### src/rtl/coeff_sel_pkg.sv
// Shared types and select encodings for the coefficient-select arbiter.
package coeff_sel_pkg;

  typedef enum logic [1:0] {
    ST_IDLE   = 2'd0,
    ST_GUARD  = 2'd1,
    ST_SETTLE = 2'd2
  } arb_state_t;

  localparam logic SEL_A = 1'b0;
  localparam logic SEL_B = 1'b1;

endpackage

### src/rtl/sat_counter.sv
// Up-counter that saturates at MAX; comes out of reset already saturated.
module sat_counter #(
  parameter int NB  = 4,
  parameter int MAX = 8
) (
  input  logic          clk_i,
  input  logic          rst_ni,
  input  logic          clr_i,
  input  logic          en_i,
  output logic [NB-1:0] cnt_o
);

  localparam logic [NB-1:0] MAX_V = NB'(MAX);

  logic [NB-1:0] cnt_q, cnt_d;

  always_comb begin
    cnt_d = cnt_q;
    if (clr_i) begin
      cnt_d = '0;
    end else if (en_i && (cnt_q != MAX_V)) begin
      cnt_d = cnt_q + 1'b1;
    end
  end

  always_ff @(posedge clk_i or negedge rst_ni) begin
    if (!rst_ni) begin
      cnt_q <= MAX_V;
    end else begin
      cnt_q <= cnt_d;
    end
  end

  assign cnt_o = cnt_q;

endmodule

### src/rtl/coeff_sel_arbiter.sv
// Break-before-make arbiter owning the coefficient-source select of a CDC mux.
// Sequence: drop old grant, wait, toggle select, let the far-side sync settle, grant.
module coeff_sel_arbiter
  import coeff_sel_pkg::*;
#(
  parameter int GUARD_CYCLES  = 2,
  parameter int SETTLE_CYCLES = 4,
  parameter int MIN_DWELL     = 8,
  parameter int CNT_NB        = 16
) (
  input  logic              i_clock,
  input  logic              i_reset,
  input  logic              i_req_a,
  input  logic              i_req_b,
  input  logic              i_freeze,
  output logic              o_sel,
  output logic              o_gnt_a,
  output logic              o_gnt_b,
  output logic              o_busy,
  output logic              o_done,
  output logic [CNT_NB-1:0] o_switch_count
);

  localparam int PH_MAX = (GUARD_CYCLES > SETTLE_CYCLES) ? GUARD_CYCLES : SETTLE_CYCLES;
  localparam int PH_NB  = (PH_MAX > 1) ? $clog2(PH_MAX + 1) : 1;
  localparam int DW_NB  = (MIN_DWELL > 0) ? $clog2(MIN_DWELL + 1) : 1;

  localparam logic [PH_NB-1:0] GUARD_LAST  = PH_NB'(GUARD_CYCLES - 1);
  localparam logic [PH_NB-1:0] SETTLE_LAST = PH_NB'(SETTLE_CYCLES - 1);
  localparam logic [DW_NB-1:0] DWELL_FULL  = DW_NB'(MIN_DWELL);

  arb_state_t        state_q, state_d;
  logic [PH_NB-1:0]  ph_q, ph_d;
  logic              sel_q, sel_d;
  logic              gnt_a_q, gnt_a_d;
  logic              gnt_b_q, gnt_b_d;
  logic              busy_q, busy_d;
  logic              done_q, done_d;
  logic [CNT_NB-1:0] cnt_q, cnt_d;

  logic              req_new;
  logic              dwell_clr;
  logic              dwell_en;
  logic [DW_NB-1:0]  dwell_cnt;

  // The owner's own request never matters; only the other side can pull the select.
  assign req_new = (sel_q == SEL_B) ? i_req_a : i_req_b;

  sat_counter #(
    .NB  (DW_NB),
    .MAX (MIN_DWELL)
  ) u_dwell (
    .clk_i  (i_clock),
    .rst_ni (i_reset),
    .clr_i  (dwell_clr),
    .en_i   (dwell_en),
    .cnt_o  (dwell_cnt)
  );

  always_comb begin
    state_d   = state_q;
    ph_d      = ph_q;
    sel_d     = sel_q;
    gnt_a_d   = gnt_a_q;
    gnt_b_d   = gnt_b_q;
    busy_d    = busy_q;
    done_d    = 1'b0;
    cnt_d     = cnt_q;
    dwell_clr = 1'b0;
    dwell_en  = (state_q == ST_IDLE);

    case (state_q)
      ST_IDLE: begin
        if (req_new && (dwell_cnt == DWELL_FULL) && !i_freeze) begin
          state_d = ST_GUARD;
          ph_d    = '0;
          gnt_a_d = 1'b0;
          gnt_b_d = 1'b0;
          busy_d  = 1'b1;
        end
      end

      ST_GUARD: begin
        // Select has not moved yet, so a withdrawn request can still back out cleanly.
        if (!req_new) begin
          state_d = ST_IDLE;
          busy_d  = 1'b0;
          gnt_a_d = (sel_q == SEL_A);
          gnt_b_d = (sel_q == SEL_B);
        end else if (ph_q == GUARD_LAST) begin
          state_d = ST_SETTLE;
          ph_d    = '0;
          sel_d   = ~sel_q;
        end else begin
          ph_d = ph_q + 1'b1;
        end
      end

      ST_SETTLE: begin
        if (ph_q == SETTLE_LAST) begin
          state_d   = ST_IDLE;
          busy_d    = 1'b0;
          gnt_a_d   = (sel_q == SEL_A);
          gnt_b_d   = (sel_q == SEL_B);
          done_d    = 1'b1;
          cnt_d     = cnt_q + 1'b1;
          dwell_clr = 1'b1;
        end else begin
          ph_d = ph_q + 1'b1;
        end
      end

      default: begin
        state_d = ST_IDLE;
        busy_d  = 1'b0;
        gnt_a_d = (sel_q == SEL_A);
        gnt_b_d = (sel_q == SEL_B);
      end
    endcase
  end

  always_ff @(posedge i_clock or negedge i_reset) begin
    if (!i_reset) begin
      state_q <= ST_IDLE;
      ph_q    <= '0;
      sel_q   <= SEL_A;
      gnt_a_q <= 1'b1;
      gnt_b_q <= 1'b0;
      busy_q  <= 1'b0;
      done_q  <= 1'b0;
      cnt_q   <= '0;
    end else begin
      state_q <= state_d;
      ph_q    <= ph_d;
      sel_q   <= sel_d;
      gnt_a_q <= gnt_a_d;
      gnt_b_q <= gnt_b_d;
      busy_q  <= busy_d;
      done_q  <= done_d;
      cnt_q   <= cnt_d;
    end
  end

  assign o_sel          = sel_q;
  assign o_gnt_a        = gnt_a_q;
  assign o_gnt_b        = gnt_b_q;
  assign o_busy         = busy_q;
  assign o_done         = done_q;
  assign o_switch_count = cnt_q;

endmodule

### config.mk
export PLATFORM = sky130hd
export DESIGN_NAME = coeff_sel_arbiter
export DESIGN_NICKNAME = d
export VERILOG_FILES = /design/src/rtl/coeff_sel_pkg.sv /design/src/rtl/sat_counter.sv /design/src/rtl/coeff_sel_arbiter.sv
export SDC_FILE = /design/constraint.sdc
export NUM_CORES = 1
export LEC_CHECK = 0
export BUFFER_PORTS_ARGS = -buffer_cell sky130_fd_sc_hd__buf_2
export CAP_MARGIN = 20
export CORE_ASPECT_RATIO = 2
export CORE_MARGIN = 1.5
export CORE_UTILIZATION = 54
export CTS_CLUSTER_DIAMETER = 40
export CTS_CLUSTER_SIZE = 8
export DETAILED_ROUTE_END_ITERATION = 12
export GPL_TIMING_DRIVEN = 0
export HOLD_SLACK_MARGIN = 0.1
export PLACE_DENSITY = 0.76
export SYNTH_ARGS = -nofsm -noshare
export SYNTH_HDL_FRONTEND = slang
export SYNTH_SLANG_ARGS = --single-unit
### constraint.sdc
create_clock -name i_clock -period 2.5 [get_ports i_clock]
set_clock_uncertainty 0.15 [all_clocks]
set_input_delay 0.125 -clock i_clock [delete_from_list [all_inputs] [get_ports i_clock]]
set_output_delay 0.125 -clock i_clock [all_outputs]
set_load 0.01 [all_outputs]
# After elaboration in Yosys (flattened, before gate mapping)
# Cells that the tools add are included.
# classes
add_sub_neg,3
eq_ne,12
muxes,26
bitwise,1
n_reduce_logical,12
# op_table
operator,count
$add 16x1->16 const B,1
$mux 3,4
$mux 1,11
$ne 2x2->1 const B,5
$pmux 1 s3,3
$pmux 3 s3,1
$reduce_and 3->1,3
$mux 2,4
$mux 4,2
$pmux 2 s3,1
$add 4x1->4 const B,1
$eq 4x4->1 const B,1
$ne 4x4->1 const B,1
$reduce_and 4->1,1
$add 3x1->3 const B,1
$eq 3x1->1 const B,1
$eq 3x2->1 const B,1
$logic_and 1x1->1,3
$ne 3x3->1 const B,1
$reduce_bool 3->1,1
$eq 2x1->1 const B,1
$eq 2x2->1 const B,1
$logic_not 2->1,1
$reduce_and 2->1,1
3 further kinds,3
# totals
register_bits,30
input_bits,5
output_inout_bits,21
wordCells,63

# Depth between registers and ports, before layout
# logic_depth
depth_word,5
depth_mapped,7
mapped_depth_nobuf,6

# By module
# A second synthesis with hierarchy kept.
# hier_totals
cells_unflattened,135
area_unflattened_um2,1534.0
# by_module_without_submodules
module,instances,cells_per_inst,area_per_inst_um2,seq_area_each_um2
coeff_sel_arbiter,1,112,1303.8,651.9
sat_counter,1,23,230.2,101.3

# Least setup slack after synthesis
# No wires, ideal clock.
# synth_path
path_type,register -> register
from,"register sel_q, in the netlist o_sel"
to,register ph_q[0]
setup_ns,0.125
arrival_time_ns,1.757
required_time_ns,2.225
setup_slack_ns,0.468
stages_incl_launch_ff,5
n_path_buf,0
synth_period_minus_slack_ns,2.032
cell_sequence,dfrtp_1 -> mux2i_1 -> or4_4 -> o31a_4 -> mux2_4
# synth_via
elab_chain_len,5
word_cells_on_any_way,6
cone_classes,eq/ne (2); mux (1); reduce/logical (3)
# synth_lines
element,line_no,text
from (decl),coeff_sel_arbiter.sv:34,"logic sel_q, sel_d;"
from (signal assigned),coeff_sel_arbiter.sv:135,sel_q <= sel_d;
$mux 1 (*),coeff_sel_arbiter.sv:47,assign req_new = (sel_q == SEL_B) ? i_req_a : i_req_b;
$logic_and 1x1->1 (2 in a row),coeff_sel_arbiter.sv:74,if (req_new && (dwell_cnt == DWELL_FULL) && !i_freeze) begin
$ne 2x2->1 (no line),n/a,
$reduce_and 4->1 (no line) (*),n/a,
to (signal assigned),coeff_sel_arbiter.sv:134,ph_q <= ph_d;
to (decl),coeff_sel_arbiter.sv:33,"logic [PH_NB-1:0] ph_q, ph_d;"
# Every way passes the cells marked *; elsewhere a longest branch is shown, timed or not.
# A chain may end at the register's enable or synchronous reset.

# Final worst setup path
# Ends and elaborated chain as after synthesis.

==> metrics.yaml <==
synth_enable_flop_cells: 0
viasPerCell: 5.60
drt-wirelength-per-cell_um: 14.2
hold_violations: 0
async_flop_share_pct: 100
track_usage_pct: 21.4
drv_cap: 0
worstPathRequired_ns: 2.52
rsz0062_at_grt: "false"
setup_viol_count_final: 0
drt-initial-drc-count: 16
htreeDepth: 2
route.detailed.drc: 0
relSlewSlack_pct: 57.8
total_area_of_multi_input_combinational_cells_um2: 704
number_of_antenna_violations_at_the_first_check_in_global_routing: 0
yosys_warnings: 0
clock_tree_from_tritoncts: "built"
grt.overflow.total: 0
finalCritPeriodShare_pct: 85.4
clock_transition_time_at_the_flip_flop_clock_pins_of_the_worst_setup_and_hold_paths_ns: 0.06
leakage_nw: 0.910
synth-seq-area-share_pct: 50.5
initial_core_util_pct: 57.3
clkPwrFrac_pct: 25.1
synthesis.nets: 144
synth.ff_latch_count: 30
holdCritPathClass: "in2reg"
number_of_pins_exceeding_their_max_slew_limit_in_the_final_report: 0
tritoncts_num_sinks: 30
ys_top_cells_by_area: "sky130_fd_sc_hd__dfrtp_1, sky130_fd_sc_hd__ha_1, sky130_fd_sc_hd__xnor2_1, sky130_fd_sc_hd__xor2_1, sky130_fd_sc_hd__dfstp_2"
run_status: "finished, final reports clean"
synthFlopType: "sky130_fd_sc_hd__dfrtp_1"
pwr-share-seq_pct: 42.5
area_delta_synth_final_pct: 17.5
antenna-diode-count: 0
synthesis.instances: 129
count_of_unique_library_cells_instantiated_by_yosys: 38
fmax_mhz: 469
cp-start-kind: "flop"
floorplan.die_area_um2: 3110
routed-via-count: 1070
finish.net_count: 177
critical_path.slowest_cell: "sky130_fd_sc_hd__or4_4"
timing.critical_path.arrival_ns: 2.15
worst_ir_drop_vdd_mv: 0.590
filler_cell_count: 215
hpwlAfterDp_um: 2070
worstSkewPairLatency_ns: 0.28
floorplan.die.height_um: 77.3
commonest_cells_in_the_synthesized_netlist: "sky130_fd_sc_hd__dfrtp_1, sky130_fd_sc_hd__xnor2_1, sky130_fd_sc_hd__ha_1, sky130_fd_sc_hd__nor2_1, sky130_fd_sc_hd__xor2_1"
final.min_clock_period_ns: 2.13
grt_first_pass_wirelength_um: 4610
clockRootBuffer: "sky130_fd_sc_hd__clkbuf_8"
fin_worst_hold_slack_ns: 0.159
path_cells: "mux2i_1 -> or4_4 -> o31a_4 -> mux2_4"
number_of_cells_on_the_worst_reg_to_reg_path: 4
synthMostInstantiatedCell: "sky130_fd_sc_hd__dfrtp_1"
synth_area_per_cell_um2: 11.6
postRouteAntennaNets: 0
gp_routability_congestion: 0.787
seqCellArea_um2: 753
critPathCaptureType: "flop"
critPathKind: "reg2reg"
postRouteWirelength_um: 2710
design.core.area_um2: 2600
reported_net_switching_power_uw: 522
portBuffers: 25
placementRows: 26
synth_largest_area_cell: "sky130_fd_sc_hd__dfrtp_1"
cellInternalPower_mw: 1.05
path_max_fanout: 5
io_pins: 26
cts_buffers: 5
power.combinational.fraction_pct: 32.4
tightest_slew_ns: 0.633
firstDrtPassIters: 4
synth.cell_area_um2: 1490
power_per_cell_area_nw_per_um2: 895
die_width_um: 40.2
clk_path_buf_depth: 2
final_layout_size_suffix_gt1_share_pct: 25.8
min_delay_path_depth: 4
cpPeakStageDelay_ns: 0.57
tns_ns: 0
pin_count_of_the_biggest_net_entering_global_routing: 31
yosysTopAreaCellShare_pct: 47.0
swShare_pct: 33.3
number_of_global_route_vias_before_repair: 1112
==> layout make-up <==
class	instances	share of cell area [%]
inverter	7	1.50
sequential	30	43.0
multi-input combinational	90	40.2
tap	28	2.00
buffer	2	0.428
clock buffer	7	4.93
timing repair buffer	26	7.71
clock inverter	1	0.286
==> sequential cells by signal, indices dropped and copies added, names as in the netlist <==
| name | cells |
|---|---|
| o_busy | 1 |
| o_done | 1 |
| o_gnt_a | 1 |
| o_gnt_b | 1 |
| o_sel | 1 |
| o_switch_count | 16 |
| ph_q | 3 |
| state_q | 2 |
| u_dwell.cnt_o | 4 |
==> logic make-up (layout without fill, tap and decap cells) <==
logic type / Yosys count / in the layout / synth area share [%]
buf+inv: 9 / 43 / 2.26
xor+xnor: 19 / 19 / 11.2
flops: 30 / 30 / 50.5
mux: 6 / 6 / 4.45
fa+ha+maj: 10 / 10 / 8.39
simple gates: 42 / 42 / 15.6
compound gates: 13 / 13 / 7.63
==> what timing repair did <==
action,CTS,global route
resized for setup,0,0
hold buffers,1,0
endpoints found under the hold margin,29,0
buffers inserted,0,0
==> critical path, delay by kind of cell (launching register included) <==
family | cells | cell delay [ns]
flops | 1 | 0.45
mux | 2 | 0.54
simple gates | 1 | 0.57
compound gates | 1 | 0.32
==> path summary, 6_finish.rpt <==
path	from	end	slack, ns
setup / recovery	o_sel	ph_q[0]	0.37
hold / removal	i_freeze	o_busy	0.16
setup reg to reg	o_sel	ph_q[0]	0.37
hold reg to reg	o_switch_count[15]	o_switch_count[15]	0.33
max in group asynchronous	i_reset	ph_q[0]	1.54
min in group asynchronous	i_reset	u_dwell.cnt_o[2]	0.24
==> per-stage QoR <==
stage / worst slack, ns / instance area [um^2] / utilization, % / instances / power [mW]
floorplan: 0.468 / 1490 / - / 129 / 1.05
global placement: 0.401 / 1650 / 63.5 / 182 / 1.14
detailed placement: 0.350 / 1650 / 63.5 / 182 / 1.18
CTS: 0.338 / 1750 / 67.4 / 191 / 1.59
global route: 0.199 / 1750 / 67.4 / 191 / 1.68
finish: 0.366 / 1750 / 67.4 / 191 / 1.57
==> power by group through the flow <==
stage / Sequential [mW] / Clock, mW / Combinational [mW]
after detailed placement: 0.671 / 0 / 0.513
final: 0.667 / 0.393 / 0.509
after floorplan: 0.666 / 0 / 0.383
after CTS: 0.664 / 0.408 / 0.517
after global routing: 0.674 / 0.435 / 0.575
after global placement: 0.662 / 0 / 0.482
==> cells in the final DEF (no fill, tap or decap), drive strengths merged, types with 3 or more instances in the layout <==
cell     n
inv      7
nand4    5
dfrtp   28
nand2    6
nor3     4
clkbuf   8
nand3    4
xnor2   11
buf     26
ha      10
mux2i    4
xor2     8
nor2     8
and3     3
==> per-layer routing <==
metal / wire length (um) / global-route usage, %
met1: 1010 / 20.3
met2: 1530 / 36.5
met3: 94 / 6.94
met4: 69 / 11.7
met5: 0 / 0
Power figures use the tool's default switching activity.
